`src/rtl/sd_clk_switch_ctrl_if.sv`:
```
// rtl/sd_clk_switch_ctrl_if.sv - request/status bundle between SD host logic and the clock switch controller
//
// Purpose: groups the clock-switch request inputs and the registered status outputs.
// Signals:
//   ireq_fast  requested SD clock level (1 = fast, 0 = slow)
//   ibus_idle  1 = no SD command/data transfer in progress
//   ilock      PLL lock status of the SD clock source
//   oclk_sel   clock divider select (0 = slow, 1 = fast)
//   oclk_en    SD clock output gate enable
//   obusy      switch sequence in progress
//   odone      one-cycle pulse at sequence completion
// Modports: master = host side (drives requests), slave = controller side.
interface sd_clk_switch_ctrl_if;
  logic ireq_fast;
  logic ibus_idle;
  logic ilock;
  logic oclk_sel;
  logic oclk_en;
  logic obusy;
  logic odone;

  modport master (
    output ireq_fast,
    output ibus_idle,
    output ilock,
    input  oclk_sel,
    input  oclk_en,
    input  obusy,
    input  odone
  );

  modport slave (
    input  ireq_fast,
    input  ibus_idle,
    input  ilock,
    output oclk_sel,
    output oclk_en,
    output obusy,
    output odone
  );
endinterface

```
`src/rtl/sd_clk_switch_ctrl.sv`:
```
// rtl/sd_clk_switch_ctrl.sv - glitch-free SD clock slow/fast switch sequencer
//
// Purpose: gates the SD clock, changes the divider select, waits for the clock
// source to settle and relock, then ungates the clock.
// Ports:
//   iclk  single rising-edge clock
//   irst  synchronous active-low reset
//   bus   sd_clk_switch_ctrl_if.slave (requests in, registered status out)
// Parameters:
//   GATE_CYCLES    cycles gated before the select changes (1..255)
//   SETTLE_CYCLES  minimum cycles gated after the select changes (1..255)
module sd_clk_switch_ctrl #(
  parameter int GATE_CYCLES   = 4,
  parameter int SETTLE_CYCLES = 16
) (
  input  logic                 iclk,
  input  logic                 irst,
  sd_clk_switch_ctrl_if.slave  bus
);

  localparam logic [1:0] ST_RUN    = 2'd0;
  localparam logic [1:0] ST_GATE   = 2'd1;
  localparam logic [1:0] ST_SETTLE = 2'd2;

  // The counter counts down to zero, so each state lasts load+1 cycles.
  localparam logic [7:0] GATE_LOAD   = 8'(GATE_CYCLES - 1);
  localparam logic [7:0] SETTLE_LOAD = 8'(SETTLE_CYCLES - 1);

  logic [1:0] state;
  logic [7:0] cnt;
  logic       target;
  logic       sel_q;
  logic       en_q;
  logic       busy_q;
  logic       done_q;

  logic       start;
  logic       cnt_expired;

  assign start       = (state == ST_RUN) && (bus.ireq_fast != sel_q) &&
                       bus.ibus_idle && bus.ilock;
  assign cnt_expired = (cnt == 8'd0);

  always_ff @(posedge iclk) begin
    if (!irst) begin
      state  <= ST_RUN;
      cnt    <= 8'd0;
      target <= 1'b0;
      sel_q  <= 1'b0;
      en_q   <= 1'b0;
      busy_q <= 1'b0;
      done_q <= 1'b0;
    end else begin
      done_q <= 1'b0;
      case (state)
        ST_RUN: begin
          if (start) begin
            target <= ~sel_q;
            state  <= ST_GATE;
            cnt    <= GATE_LOAD;
            en_q   <= 1'b0;
            busy_q <= 1'b1;
          end else begin
            // Clock runs only while the source is locked; lock loss gates it in place.
            en_q   <= bus.ilock;
            cnt    <= 8'd0;
            busy_q <= 1'b0;
          end
        end

        ST_GATE: begin
          en_q <= 1'b0;
          if (cnt_expired) begin
            sel_q <= target;
            state <= ST_SETTLE;
            cnt   <= SETTLE_LOAD;
          end else begin
            cnt <= cnt - 8'd1;
          end
        end

        ST_SETTLE: begin
          if (cnt_expired && bus.ilock) begin
            state  <= ST_RUN;
            cnt    <= 8'd0;
            en_q   <= 1'b1;
            busy_q <= 1'b0;
            done_q <= 1'b1;
          end else begin
            en_q <= 1'b0;
            // Hold at zero while waiting for lock rather than wrapping.
            if (!cnt_expired) begin
              cnt <= cnt - 8'd1;
            end
          end
        end

        default: begin
          state  <= ST_RUN;
          cnt    <= 8'd0;
          en_q   <= 1'b0;
          busy_q <= 1'b0;
        end
      endcase
    end
  end

  assign bus.oclk_sel = sel_q;
  assign bus.oclk_en  = en_q;
  assign bus.obusy    = busy_q;
  assign bus.odone    = done_q;

endmodule

```
`src/flat_wrapper.sv`:
```
// flat-port wrapper written by rule: the top's interface ports become plain ports
module sd_clk_switch_ctrl_flat 
#(
  parameter int GATE_CYCLES   = 4,
  parameter int SETTLE_CYCLES = 16
)
  (iclk, irst, bus_ireq_fast, bus_ibus_idle, bus_ilock, bus_oclk_sel, bus_oclk_en, bus_obusy, bus_odone);
  sd_clk_switch_ctrl_if bus_i ();
  input  logic iclk;
  input  logic irst;
  input wire logic [$bits(bus_i.ireq_fast)-1:0] bus_ireq_fast;
  input wire logic [$bits(bus_i.ibus_idle)-1:0] bus_ibus_idle;
  input wire logic [$bits(bus_i.ilock)-1:0] bus_ilock;
  output wire logic [$bits(bus_i.oclk_sel)-1:0] bus_oclk_sel;
  output wire logic [$bits(bus_i.oclk_en)-1:0] bus_oclk_en;
  output wire logic [$bits(bus_i.obusy)-1:0] bus_obusy;
  output wire logic [$bits(bus_i.odone)-1:0] bus_odone;
  assign bus_i.ireq_fast = bus_ireq_fast;
  assign bus_i.ibus_idle = bus_ibus_idle;
  assign bus_i.ilock = bus_ilock;
  assign bus_oclk_sel = bus_i.oclk_sel;
  assign bus_oclk_en = bus_i.oclk_en;
  assign bus_obusy = bus_i.obusy;
  assign bus_odone = bus_i.odone;
  sd_clk_switch_ctrl #(.GATE_CYCLES(GATE_CYCLES), .SETTLE_CYCLES(SETTLE_CYCLES)) u_core (.iclk(iclk), .irst(irst), .bus(bus_i));
endmodule
```
`config.mk`:
```
export PLATFORM = sky130hd
export DESIGN_NAME = sd_clk_switch_ctrl_flat
export DESIGN_NICKNAME = d
export VERILOG_FILES = /design/src/rtl/sd_clk_switch_ctrl_if.sv /design/src/rtl/sd_clk_switch_ctrl.sv /design/src/flat_wrapper.sv
export SDC_FILE = /design/constraint.sdc
export NUM_CORES = 1
export LEC_CHECK = 0
export BUFFER_PORTS_ARGS = -buffer_cell sky130_fd_sc_hd__buf_4
export CAP_MARGIN = 10
export CELL_PAD_IN_SITES_DETAIL_PLACEMENT = 1
export CELL_PAD_IN_SITES_GLOBAL_PLACEMENT = 1
export CORE_MARGIN = 1
export CORE_UTILIZATION = 37
export DETAILED_ROUTE_END_ITERATION = 10
export PLACE_DENSITY_LB_ADDON = 0.2
export SYNTH_ARGS = -nofsm -noshare
export SYNTH_HDL_FRONTEND = slang
export SYNTH_SLANG_ARGS = --single-unit
```
`constraint.sdc`:
```
create_clock -name iclk -period 1.9 [get_ports iclk]
set_input_delay 0.285 -clock iclk [delete_from_list [all_inputs] [get_ports iclk]]
set_output_delay 0.285 -clock iclk [all_outputs]
set_load 0.02 [all_outputs]
```
==> impl_metrics.csv <==
group,metric,value,unit
run_status,status,"complete, no violations",
placement,routabilityCongestion,0.819,
floorplanning,die_h,47.9,um
sta,hold_viol,0,
routing,drt_first_iter_violations,9,
routing,routed_wl,1.98,mm
critical_path,arrival,2.04,ns
yosys,synth_top_cell_area_share,0.385,
sta,tns,0,ns
floorplanning,start_util,0.397,
grt,grt_use_total,0.209,
floorplanning,design.core.area,1960,sq um
critical_path,crit_fanout,4,
sta,relSlewSlack,0.560,
routing,first_pass_iters,4,
yosys,ys_warn_count,0,
yosys,ys_async_sr_fraction,0,
sta,drv_slew,0,
cells_and_area,diodes,0,
cells_and_area,regArea,300,sq um
floorplanning,num_rows,16,
yosys,synthCells,87,
yosys,yosysTopAreaCell,"dfxtp_1",
yosys,synth.most_common_cell,"dfxtp_1",
cells_and_area,num-fill-cells,251,
yosys,syn-num-nets,94,
routing,drc,0,
placement,dp_hpwl,1.46,mm
yosys,yosys-top-cells-count,"dfxtp_1 (15), nor2_1 (11), a21oi_1 (6), nor3_1 (6), nand2_1 (5)",
placement,port_buffers,8,
clock_tree,cts.sinks,15,
clock_tree,cts_root_buffer,"clkbuf_4",
sta,fin_crit_sh,0.966,
critical_path,cp.required,2.10,ns
clock_tree,cts_max_path_buffers,2,
critical_path,endpoint_kind,"flip-flop",
sta,fin_worst_skew,0.0145,ns
grt,antenna_found_initial,0,
floorplanning,die_w,47.9,um
yosys,synth_seq_area_share,0.385,
grt,grt_pass1_wl,3.19,mm
clock_tree,worstSkewPairLatency,0.30,ns
yosys,synthTopCellsByArea,"dfxtp_1 (39%), nor2_1 (5.3%), nor3_4 (4.2%)",
critical_path,crit_type,"reg2reg",
yosys,ys_types,31,
clock_tree,cts_buffers,3,
routing,wire_per_inst,15.1,um
sta,tightestPinTransition,0.655,ns
cells_and_area,multiInputGateArea,474,sq um
grt,grt_pass1_vias,679,
routing,viasPerCell,5.42,
grt,overflow,0,
yosys,synth-edff-count,0,
clock_tree,htree_levels,1,
clock_tree,clk_pin_slew_worst_paths,0.10,ns
sta,period_minus_slack,1.84,ns
floorplanning,pin_count,9,
yosys,synthFlopType,"dfxtp_1",
routing,ant_nets,0,
placement,dp_slack,0.0504,ns
grt,grt_max_degree,10,
worst_hold_path,hold_path.class,"in2reg",
pwr,power_leakage,0.368,nW
pwr,power-per-cell-area,720,nW/um^2
floorplanning,die_area,2290,sq um
pwr,power,0.683,mW
sta,clock.fmax,0.545,GHz
clock_tree,cts_tree,"yes",
run,drv_cap,0,
yosys,synth-seq-cells,15,
sta,setup_viol,0,
pwr,peakVddDrop,394,uV
clock_tree,ctsHoldBuffers,0,
critical_path,start_kind,"flip-flop",
yosys,avgSynthCellArea,8.96,sq um
cells_and_area,area_growth,21.7,%
yosys,netlist_area,779,sq um
routing,route.vias.total,710,
cells_and_area,drive_gt1_frac,0.231,
sta,fin_ws,0.0643,ns
cells_and_area,layout.nets,112,
[final cells by class]
| type | count | area share |
|---|---|---|
| tap | 27 | 0.0356 |
| timing repair buffer | 13 | 0.103 |
| inverter | 4 | 0.0158 |
| sequential | 15 | 0.317 |
| clock buffer | 3 | 0.0237 |
| clock inverter | 1 | 0.00528 |
| multi-input combinational | 68 | 0.500 |
[registers in the layout, indices dropped and copies added (netlist names)]
| signal | count |
|---|---|
| u_core.bus.oclk_sel | 1 |
| u_core.bus.oclk_en | 1 |
| u_core.bus.obusy | 1 |
| u_core.cnt | 8 |
| u_core.target | 1 |
| u_core.state | 2 |
| u_core.bus.odone | 1 |
[layout by cell type, fill, tap and decap left out]
master / netlist / routed
a2111oi_0: 1 / 1
a21oi_1: 6 / 6
clkbuf_4: 0 / 3
o311ai_2: 0 / 1
xor2_1: 1 / 1
o21ai_1: 0 / 1
nor3b_1: 2 / 2
inv_1: 4 / 4
a2111oi_2: 1 / 1
nor2_1: 11 / 11
or3b_4: 0 / 1
a211oi_1: 2 / 2
nand3_1: 1 / 1
nor4_2: 1 / 1
a32o_1: 2 / 2
dfxtp_1: 15 / 15
o21ba_1: 1 / 1
buf_4: 0 / 13
o21ai_0: 4 / 3
ha_1: 2 / 2
clkinv_2: 0 / 1
or3b_1: 1 / 1
nor3_1: 6 / 6
nand2b_1: 3 / 3
or3_1: 2 / 2
or4_4: 1 / 1
nor3_4: 2 / 2
o311a_1: 1 / 1
o31a_1: 1 / 1
nor2b_1: 2 / 2
nand3b_1: 3 / 3
nand2_1: 5 / 5
xnor2_1: 2 / 2
a31oi_1: 1 / 1
mux2i_1: 1 / 1
[routing by layer]
layer | global-route usage | share of wire | vias to the layer above
met3 | 0.0830 | 0.032 | 5
li1 | - | - | 357
met5 | 0 | 0 | -
met2 | 0.314 | 0.50 | 10
met4 | 0.0889 | 0.014 | 0
met1 | 0.264 | 0.46 | 338
[kinds of logic after synthesis]
kind of cell / synth area share
and+or+nand+nor: 0.321
AOI/OAI and AO/OA: 0.196
DFF: 0.385
buffers and inverters: 0.0193
xor gates and xnor gates: 0.0337
adders and majority gates: 0.0321
muxes: 0.0128
[metrics by stage]
stage	cells	area [sq um]	hold WS [ns]	utilization
after floorplan	87	779	0.421	-
after global placement	125	896	0.444	0.457
after detailed placement	125	896	0.463	0.457
after CTS	129	923	0.262	0.471
after global routing	131	948	0.271	0.483
final	131	948	0.270	0.483
[critical path, stage by stage, from the launching register on]
cell     delay [ns]
dfxtp_1        0.39
inv_1          0.09
ha_1           0.23
or3b_4         0.29
nor3_4         0.05
buf_4          0.14
or3_1          0.33
a32o_1         0.21
[power breakdown]
part	switching, mW	internal (mW)	total [mW]
clock	0.111	0.0785	0.190
combinational	0.0830	0.0723	0.155
sequential	0.0125	0.325	0.338
[final timing paths]
kind | cells after the start | slack [ns] | startpoint | to
setup / recovery | 7 | 0.06 | u_core.cnt[0] | u_core.cnt[0]
hold / removal | 3 | 0.27 | bus_ilock | u_core.bus.odone
setup reg to reg | 7 | 0.06 | u_core.cnt[0] | u_core.cnt[0]
hold reg to reg | 2 | 0.48 | u_core.target | u_core.bus.oclk_sel
[what timing repair did]
| item | CTS | global route |
|---|---|---|
| setup endpoints to repair | 0 | 6 |
| buffers inserted | 0 | 2 |
| resized for setup | 0 | 3 |
Note: power is estimated with default switching activity, not from simulation.
